`config.mk`:
```
export PLATFORM = sky130hd
export DESIGN_NAME = alu_arbiter
export DESIGN_NICKNAME = d
export VERILOG_FILES = /design/src/rtl/alu_arbiter.sv
export SDC_FILE = /design/constraint.sdc
export NUM_CORES = 1
export LEC_CHECK = 0
export CORE_AREA = 4 4 169 171
export CTS_CLUSTER_SIZE = 20
export DETAILED_ROUTE_END_ITERATION = 10
export DIE_AREA = 0 0 173 175
export GPL_TIMING_DRIVEN = 0
export HOLD_SLACK_MARGIN = 0.03
export SLEW_MARGIN = 20
export SYNTH_ARGS = -nofsm -noshare
export SYNTH_HDL_FRONTEND = slang
export SYNTH_SLANG_ARGS = --single-unit
```
`constraint.sdc`:
```
create_clock -name clk_i -period 1.4 [get_ports clk_i]
set_input_delay 0.28 -clock clk_i [delete_from_list [all_inputs] [get_ports clk_i]]
set_output_delay 0.28 -clock clk_i [all_outputs]
set_load 0.02 [all_outputs]
```
`src/rtl/alu_arbiter.sv`:
```
// alu_arbiter: shares one external combinational alu among NUM_REQ requesters.
// A grant is issued only when the single registered response slot is free
// (empty, or being drained this cycle). The granted requester's operands
// drive the alu, and the alu result is captured into the slot together with
// the winner's index.
//
// Optional build macro ALU_ARB_FIXED_PRIO_EN: when defined, arbitration is
// fixed priority (lowest index wins) and the round-robin pointer is removed.
// When undefined (default), arbitration is round-robin starting at rr_q.

package imhotep_pkg;

  localparam int unsigned XLEN = 32;

  typedef enum logic [3:0] {
    ALU_ADD  = 4'd0,
    ALU_SUB  = 4'd1,
    ALU_AND  = 4'd2,
    ALU_OR   = 4'd3,
    ALU_XOR  = 4'd4,
    ALU_SLL  = 4'd5,
    ALU_SRL  = 4'd6,
    ALU_SRA  = 4'd7,
    ALU_SLT  = 4'd8,
    ALU_SLTU = 4'd9
  } op_alu_e;

endpackage

module alu_arbiter
  import imhotep_pkg::*;
#(
  parameter int NUM_REQ = 2,
  localparam int IDW = (NUM_REQ > 1) ? $clog2(NUM_REQ) : 1
) (
  input  logic                     clk_i,
  input  logic                     rst_ni,
  input  logic [NUM_REQ-1:0]       req_valid_i,
  output logic [NUM_REQ-1:0]       req_ready_o,
  input  logic [NUM_REQ*XLEN-1:0]  req_a_i,
  input  logic [NUM_REQ*XLEN-1:0]  req_b_i,
  input  logic [NUM_REQ*XLEN-1:0]  req_pc_i,
  input  op_alu_e [NUM_REQ-1:0]    req_op_i,
  output logic [XLEN-1:0]          alu_a_o,
  output logic [XLEN-1:0]          alu_b_o,
  output logic [XLEN-1:0]          alu_pc_o,
  output op_alu_e                  alu_op_o,
  input  logic [XLEN-1:0]          alu_out_i,
  input  logic [XLEN-1:0]          alu_pc_inc_i,
  output logic                     rsp_valid_o,
  input  logic                     rsp_ready_i,
  output logic [IDW-1:0]           rsp_id_o,
  output logic [XLEN-1:0]          rsp_data_o,
  output logic [XLEN-1:0]          rsp_pc_inc_o
);

  logic            rsp_valid_q, rsp_valid_d;
  logic [IDW-1:0]  rsp_id_q, rsp_id_d;
  logic [XLEN-1:0] rsp_data_q, rsp_data_d;
  logic [XLEN-1:0] rsp_pc_inc_q, rsp_pc_inc_d;

`ifndef ALU_ARB_FIXED_PRIO_EN
  logic [IDW-1:0]  rr_q, rr_d;
`endif

  logic            slot_free;
  logic            gnt_found;
  logic            gnt_fire;
  logic [IDW-1:0]  gnt_idx;
  int              cand_w;
  logic [IDW-1:0]  cand;

  // The slot can take a new result if it is empty or its content leaves this cycle.
  assign slot_free = !rsp_valid_q || rsp_ready_i;

  // Search for the first valid requester, starting at rr_q (or index 0 in fixed priority).
  always_comb begin
    gnt_found = 1'b0;
    gnt_idx   = '0;
    cand_w    = 0;
    cand      = '0;
    for (int k = 0; k < NUM_REQ; k++) begin
`ifdef ALU_ARB_FIXED_PRIO_EN
      cand_w = k;
`else
      cand_w = int'(rr_q) + k;
      if (cand_w >= NUM_REQ) begin
        cand_w = cand_w - NUM_REQ;
      end
`endif
      cand = cand_w[IDW-1:0];
      if (!gnt_found && req_valid_i[cand]) begin
        gnt_found = 1'b1;
        gnt_idx   = cand;
      end
    end
  end

  // Gating with rst_ni keeps every grant low while reset is asserted.
  assign gnt_fire    = rst_ni && slot_free && gnt_found;
  assign req_ready_o = gnt_fire ? (NUM_REQ'(1) << gnt_idx) : '0;

  // Steer the granted requester onto the alu; idle value is zero operands with ADD.
  always_comb begin
    alu_a_o  = '0;
    alu_b_o  = '0;
    alu_pc_o = '0;
    alu_op_o = ALU_ADD;
    for (int i = 0; i < NUM_REQ; i++) begin
      if (gnt_fire && (gnt_idx == IDW'(i))) begin
        alu_a_o  = req_a_i[i*XLEN +: XLEN];
        alu_b_o  = req_b_i[i*XLEN +: XLEN];
        alu_pc_o = req_pc_i[i*XLEN +: XLEN];
        alu_op_o = req_op_i[i];
      end
    end
  end

  // Response slot: refill on a grant, otherwise empty it when drained; payload holds when not refilled.
  always_comb begin
    rsp_valid_d  = rsp_valid_q;
    rsp_id_d     = rsp_id_q;
    rsp_data_d   = rsp_data_q;
    rsp_pc_inc_d = rsp_pc_inc_q;
    if (gnt_fire) begin
      rsp_valid_d  = 1'b1;
      rsp_id_d     = gnt_idx;
      rsp_data_d   = alu_out_i;
      rsp_pc_inc_d = alu_pc_inc_i;
    end else if (rsp_ready_i) begin
      rsp_valid_d  = 1'b0;
    end
  end

  // Response slot registers.
  always_ff @(posedge clk_i or negedge rst_ni) begin
    if (!rst_ni) begin
      rsp_valid_q  <= 1'b0;
      rsp_id_q     <= '0;
      rsp_data_q   <= '0;
      rsp_pc_inc_q <= '0;
    end else begin
      rsp_valid_q  <= rsp_valid_d;
      rsp_id_q     <= rsp_id_d;
      rsp_data_q   <= rsp_data_d;
      rsp_pc_inc_q <= rsp_pc_inc_d;
    end
  end

`ifndef ALU_ARB_FIXED_PRIO_EN
  // Pointer moves just past the winner so the winner has lowest priority next time.
  always_comb begin
    rr_d = rr_q;
    if (gnt_fire) begin
      if (gnt_idx == IDW'(NUM_REQ - 1)) begin
        rr_d = '0;
      end else begin
        rr_d = gnt_idx + IDW'(1);
      end
    end
  end

  // Round-robin pointer register.
  always_ff @(posedge clk_i or negedge rst_ni) begin
    if (!rst_ni) begin
      rr_q <= '0;
    end else begin
      rr_q <= rr_d;
    end
  end
`endif

  assign rsp_valid_o  = rsp_valid_q;
  assign rsp_id_o     = rsp_id_q;
  assign rsp_data_o   = rsp_data_q;
  assign rsp_pc_inc_o = rsp_pc_inc_q;

endmodule

```
[After elaboration in Yosys (flattened, before gate mapping)]
Cells that the tools add are included.
Word-level totals
  input bits: 269
  register bits: 67
  logic and storage cells: 46
  output and inout port bits: 168
Operators by class
  bitwise operators: 1
  shift operators: 1
  $lt $le $gt $ge: 4
  muxes and demuxes: 22
  add/sub/neg operators: 4
  reduce and logical (&&, ||, !) cells: 9
Operator list (number)
  $mux 32: 6
  $mux 1: 13
  $mux 4: 2
  $logic_and 1x1->1: 5
  $lt 1x2->1 const B: 2
  $add 1x1->2 const B: 1
  $ge 1x2->1 const B: 1
  $ge 2x2->1 const B: 1
  $logic_not 1->1: 2
  $mux 2: 1
  $reduce_bool 2->1: 1
  $shl 1x1->2 const A: 1
  $sub 1x1->1 const B: 2
  $add 1x1->1 const B: 1
  $logic_or 1x1->1: 1
  $not 1->1: 1

[Longest topological paths before layout]
  word-level depth: 12
  mapped depth: 5

[Least setup slack after synthesis]
Ideal clock, no wire load.
  path type: register -> output
  from: register rsp_valid_q, in the netlist rsp_valid_o
  to: output port alu_a_o[0]
  slack: -0.248 ns
  arrival time: 1.368 ns
  stages on the path, launching flop included: 6
  cell sequence: dfrtp_1 nand2b_2 and4_1 buf_2 buf_2 a22o_1
Between the ends
  longest elaborated chain between the ends: 7
RTL lines
  start: declaration: RTL line 57  | logic rsp_valid_q, rsp_valid_d;
  start signal: assignment: RTL line 143  | rsp_valid_q <= rsp_valid_d;
  $logic_not 1->1 (*): RTL line 74  | assign slot_free = !rsp_valid_q || rsp_ready_i;
  $logic_or 1x1->1 (*): RTL line 74
  $logic_and 1x1->1 (*) (2 in series): RTL line 100  | assign gnt_fire = rst_ni && slot_free && gnt_found;
  $logic_and 1x1->1: RTL line 110  | if (gnt_fire && (gnt_idx == IDW'(i))) begin
  $mux 32: RTL line 110
  $mux 32 (*): RTL line 110
  end: declaration: RTL line 44  | output logic [XLEN-1:0] alu_a_o,
Mark *: on every way between the ends. The rest lies on a longest branch, timed or not.

[Final worst setup path]
  from: register rr_q
  to: output port alu_b_o[11]
Between the ends
  longest elaborated chain between the ends: 12
RTL lines
  start: declaration: RTL line 63  | logic [IDW-1:0] rr_q, rr_d;
  start signal: assignment: RTL line 168  | rr_q <= rr_d;
  $ge 1x2->1 or $sub 1x1->1 (tied branches): RTL line 87, 88
  $mux 1: RTL line 87  | if (cand_w >= NUM_REQ) begin
  $mux 1 (implied by the code) (2 in series): RTL line 92  | if (!gnt_found && req_valid_i[cand]) begin
  $mux 1: RTL line 92
  $logic_not 1->1: RTL line 92
  $logic_and 1x1->1: RTL line 92
  $mux 1: RTL line 92
  $logic_and 1x1->1 or $not 1->1 (tied branches): RTL line 100, 110
  $logic_and 1x1->1: RTL line 110
  $mux 32: RTL line 110
  $mux 32 (*): RTL line 110
  end: declaration: RTL line 45  | output logic [XLEN-1:0] alu_b_o,
Mark *: on every way between the ends. The rest lies on a longest branch, timed or not. The select of a mux whose other input is x is not followed.

==> impl_metrics.sql <==
INSERT INTO impl_metrics (metric_group, metric, value, unit) VALUES
('placement', 'place_ws', '-1.602', 'ns'),
('cts', 'cts-root-buf', 'sky130_fd_sc_hd__clkbuf_16', ''),
('logic_synthesis', 'synthesis.area', '3566', 'sq um'),
('logic_synthesis', 'simple_gate_fraction_of_synth_area', '0.007018', ''),
('grt', 'number_of_global_route_vias_before_repair', '4529', ''),
('sta', 'layout_worst_path_cycle_share', '1.510', ''),
('cts', 'tritoncts_num_sinks', '67', ''),
('die', 'die_w', '173', 'um'),
('logic_synthesis', 'synth_warnings', '0', ''),
('sta', 'maxSlewViolCount', '0', ''),
('setup_path', 'reg2reg_to', 'rsp_pc_inc_o[11]$_DFFE_PN0P_', ''),
('logic_synthesis', 'dominant_combinational_cell_family_by_area_after_synthesis', 'compound AO/OA/AOI/OAI gates', ''),
('sta', 'finalSetupTns', '-70.02', 'ns'),
('logic_synthesis', 'predominant_post_synthesis_flop_cell', 'sky130_fd_sc_hd__dfrtp_1', ''),
('placement', 'placement.io_buffers', '436', ''),
('detailed_routing', 'via_count', '4406', ''),
('logic_synthesis', 'yosysSeqAreaShare', '0.4702', ''),
('grt', 'grt_pass1_wl', '30850', 'um'),
('setup_path', 'r2r_start', 'rsp_valid_o$_DFFE_PN0P_', ''),
('setup_path', 'ff2ff_path_depth', '6', ''),
('final_layout', 'design.final.nets', '1015', ''),
('sta', 'fin_ws', '-0.7137', 'ns'),
('pwr', 'leakage', '4.387', 'nW'),
('logic_synthesis', 'xor_xnor_share_of_the_synthesized_area', '0', ''),
('sta', 'worst_slew_margin', '0.6666', ''),
('setup_path', 'ff2ff_setup_slack', '-0.16', 'ns'),
('sta', 'clock-skew-final', '0.005656', 'ns'),
('sta', 'setup_violations', '167', ''),
('logic_synthesis', 'ys_async_sr_fraction', '1.000', ''),
('job', 'cap_viol_max_count', '0', ''),
('run_status', 'outcome', 'finished, violations left', ''),
('placement', 'place.gp.congestion', '0.8442', ''),
('logic_synthesis', 'synth_fa_ha_area_frac', '0', ''),
('grt', 'antenna_found_initial', '5', ''),
('cts', 'depth_of_the_cts_h_tree', '3', ''),
('detailed_routing', 'viasPerCell', '4.027', ''),
('run_status', 'failed_checks', 'negative setup slack', ''),
('setup_path', 'wp_data_required', '1.12', 'ns'),
('logic_synthesis', 'yosys-mux-area-fraction', '0.2021', ''),
('cts', 'cts.path.max_buffers', '2', ''),
('setup_path', 'start_kind', 'flip-flop', ''),
('setup_path', 'critical_path.endpoint', 'alu_b_o[11]', ''),
('final_layout', 'drive_above_1_share', '0.3622', ''),
('setup_path', 'max_stage_delay', '0.39', 'ns'),
('detailed_routing', 'routed_wl', '21670', 'um'),
('setup_path', 'crit_arrival', '1.83', 'ns'),
('die', 'die_h', '175', 'um'),
('detailed_routing', 'detail-route-antenna-nets', '0', ''),
('final_layout', 'area.growth.synth_to_final', '169.8', '%'),
('cts', 'worst_skew_pair.late_latency', '0.34', 'ns'),
('die', 'floorplan.die_area', '30280', 'sq um'),
('sta', 'grt_setup_unrepaired', 'yes', ''),
('pwr', 'vdd.ir_drop.worst', '0.4795', 'mV'),
('detailed_routing', 'detail_route.drc_violations', '0', ''),
('die', 'coreArea', '26880', 'sq um'),
('placement', 'detailedPlacementHpwl', '17350', 'um'),
('grt', 'grt_start_max_net_pins', '46', ''),
('setup_path', 'crit_slowest_cell', 'sky130_fd_sc_hd__dfrtp_1', ''),
('pwr', 'totalPowerFinal', '0.008416', 'W'),
('logic_synthesis', 'synth_top_area_share', '0.4702', ''),
('logic_synthesis', 'synth.lib_cells_used.distinct', '15', ''),
('grt', 'grt_overflow', '0', ''),
('sta', 'hold_viol_final', '0', ''),
('die', 'floorplan.initialDensity', '0.1327', ''),
('placement', 'instance_count_after_placement_with_tap_cells_included', '1050', ''),
('logic_synthesis', 'most_common_cell_in_the_synthesized_netlist', 'sky130_fd_sc_hd__a22o_1', ''),
('logic_synthesis', 'synth.area.top_cells', 'sky130_fd_sc_hd__dfrtp_1 (47%), sky130_fd_sc_hd__a22o_1 (25%), sky130_fd_sc_hd__mux2_2 (20%), sky130_fd_sc_hd__buf_6 (3.8%), sky130_fd_sc_hd__buf_2 (1.8%)', ''),
('sta', 'post-route-min-period', '2.114', 'ns'),
('grt', 'gr-usage-all-layers', '0.1329', ''),
('detailed_routing', 'drtIter0Drc', '125', ''),
('pwr', 'pwr_density_cell', '874.9', 'nW/um^2');
==> per-layer routing <==
layer	GRT usage	share of wire	routed length (um)	vias to the layer above
li1	-	-	-	2024
met1	0.1602	0.40	8752	2121
met2	0.2256	0.50	10800	243
met3	0.05041	0.086	1859	16
met4	0.03126	0.011	241	2
met5	0	0.00060	13	-
==> sequential cells by signal, indices dropped and copies added, names as in the netlist <==
name,cells
rsp_valid_o,1
rsp_id_o,1
rr_q,1
rsp_data_o,32
rsp_pc_inc_o,32
==> critical path: cells and delay by family (launching register included) <==
kind                   cells  cell delay [ns]
AOI/OAI and AO/OA          2             0.62
buffers and inverters      3             0.49
DFF                        1             0.39
==> where the power goes <==
| group | internal [W] | total (W) | switching [W] |
|---|---|---|---|
| sequential | 0.00228 | 0.00246 | 0.000179 |
| clock | 0.00124 | 0.00209 | 0.000850 |
| combinational | 0.00222 | 0.00387 | 0.00164 |
==> layout make-up <==
type | count | area (sq um)
diodes | 2 | 5.005
plain buffers | 25 | 385.4
clock buffers | 12 | 246.5
clock inverters | 4 | 26.28
fillers | 2731 | 17260
inverters | 3 | 11.26
multi-input cells | 173 | 2122
flip-flops and latches | 67 | 1678
well taps | 341 | 426.7
repair buffers | 467 | 4718
==> metrics by stage <==
step,instance area (sq um),hold WS [ns],util
after floorplan,3921,-0.01559,-
after CTS,9363,0.2689,0.3484
after detailed placement,8737,0.2226,0.3251
after global routing,9619,0.1401,0.3579
final,9619,0.08218,0.3579
after global placement,8712,0.4875,0.3242
==> timing repair <==
item	CTS	global route
pin swaps	12	17
endpoints found under the hold margin	22	0
resized for setup	573	214
setup buffers	18	11
cloned	7	1
setup endpoints to repair	234	170
hold buffers	2	0
==> worst min-delay path by stage <==
stage          slack [ns]  cells past startpoint                          from                           end
6_report             0.08                      2                        rst_ni  rsp_pc_inc_o[10]$_DFFE_PN0P_
3_3_place_gp         0.49                      1  rsp_pc_inc_o[22]$_DFFE_PN0P_  rsp_pc_inc_o[22]$_DFFE_PN0P_
3_5_place_dp         0.22                      1                        rst_ni   rsp_pc_inc_o[5]$_DFFE_PN0P_
4_1_cts              0.27                      3                        rst_ni       rsp_valid_o$_DFFE_PN0P_
2_1_floorplan       -0.02                      0                        rst_ni              rr_q$_DFFE_PN0P_
5_1_grt              0.14                      2                        rst_ni   rsp_pc_inc_o[5]$_DFFE_PN0P_
==> logic make-up after synthesis <==
family / Yosys count
buffers and inverters: 32
DFF: 67
muxes: 64
and+or+nand+nor: 4
AOI/OAI and AO/OA: 105
==> cells in the final DEF, fill, tap and decap left out, types with 2 or more instances in the layout <==
| cell type | netlist | final |
|---|---|---|
| sky130_fd_sc_hd__clkdlybuf4s50_1 | 0 | 264 |
| sky130_fd_sc_hd__inv_1 | 3 | 3 |
| sky130_fd_sc_hd__mux2_2 | 64 | 14 |
| sky130_fd_sc_hd__buf_16 | 0 | 2 |
| sky130_fd_sc_hd__diode_2 | 0 | 2 |
| sky130_fd_sc_hd__clkbuf_1 | 2 | 2 |
| sky130_fd_sc_hd__nand2_1 | 2 | 2 |
| sky130_fd_sc_hd__buf_8 | 0 | 16 |
| sky130_fd_sc_hd__clkbuf_16 | 0 | 10 |
| sky130_fd_sc_hd__buf_2 | 13 | 2 |
| sky130_fd_sc_hd__a22o_4 | 0 | 30 |
| sky130_fd_sc_hd__buf_6 | 12 | 93 |
| sky130_fd_sc_hd__mux2_4 | 0 | 50 |
| sky130_fd_sc_hd__clkinv_2 | 0 | 2 |
| sky130_fd_sc_hd__a21oi_2 | 0 | 2 |
| sky130_fd_sc_hd__clkbuf_4 | 0 | 2 |
| sky130_fd_sc_hd__dlygate4sd2_1 | 0 | 68 |
| sky130_fd_sc_hd__a22o_1 | 100 | 70 |
| sky130_fd_sc_hd__dfrtp_1 | 67 | 66 |
| sky130_fd_sc_hd__buf_12 | 0 | 11 |
| sky130_fd_sc_hd__buf_4 | 2 | 31 |
No activity file was read; power rests on OpenSTA's default activity.
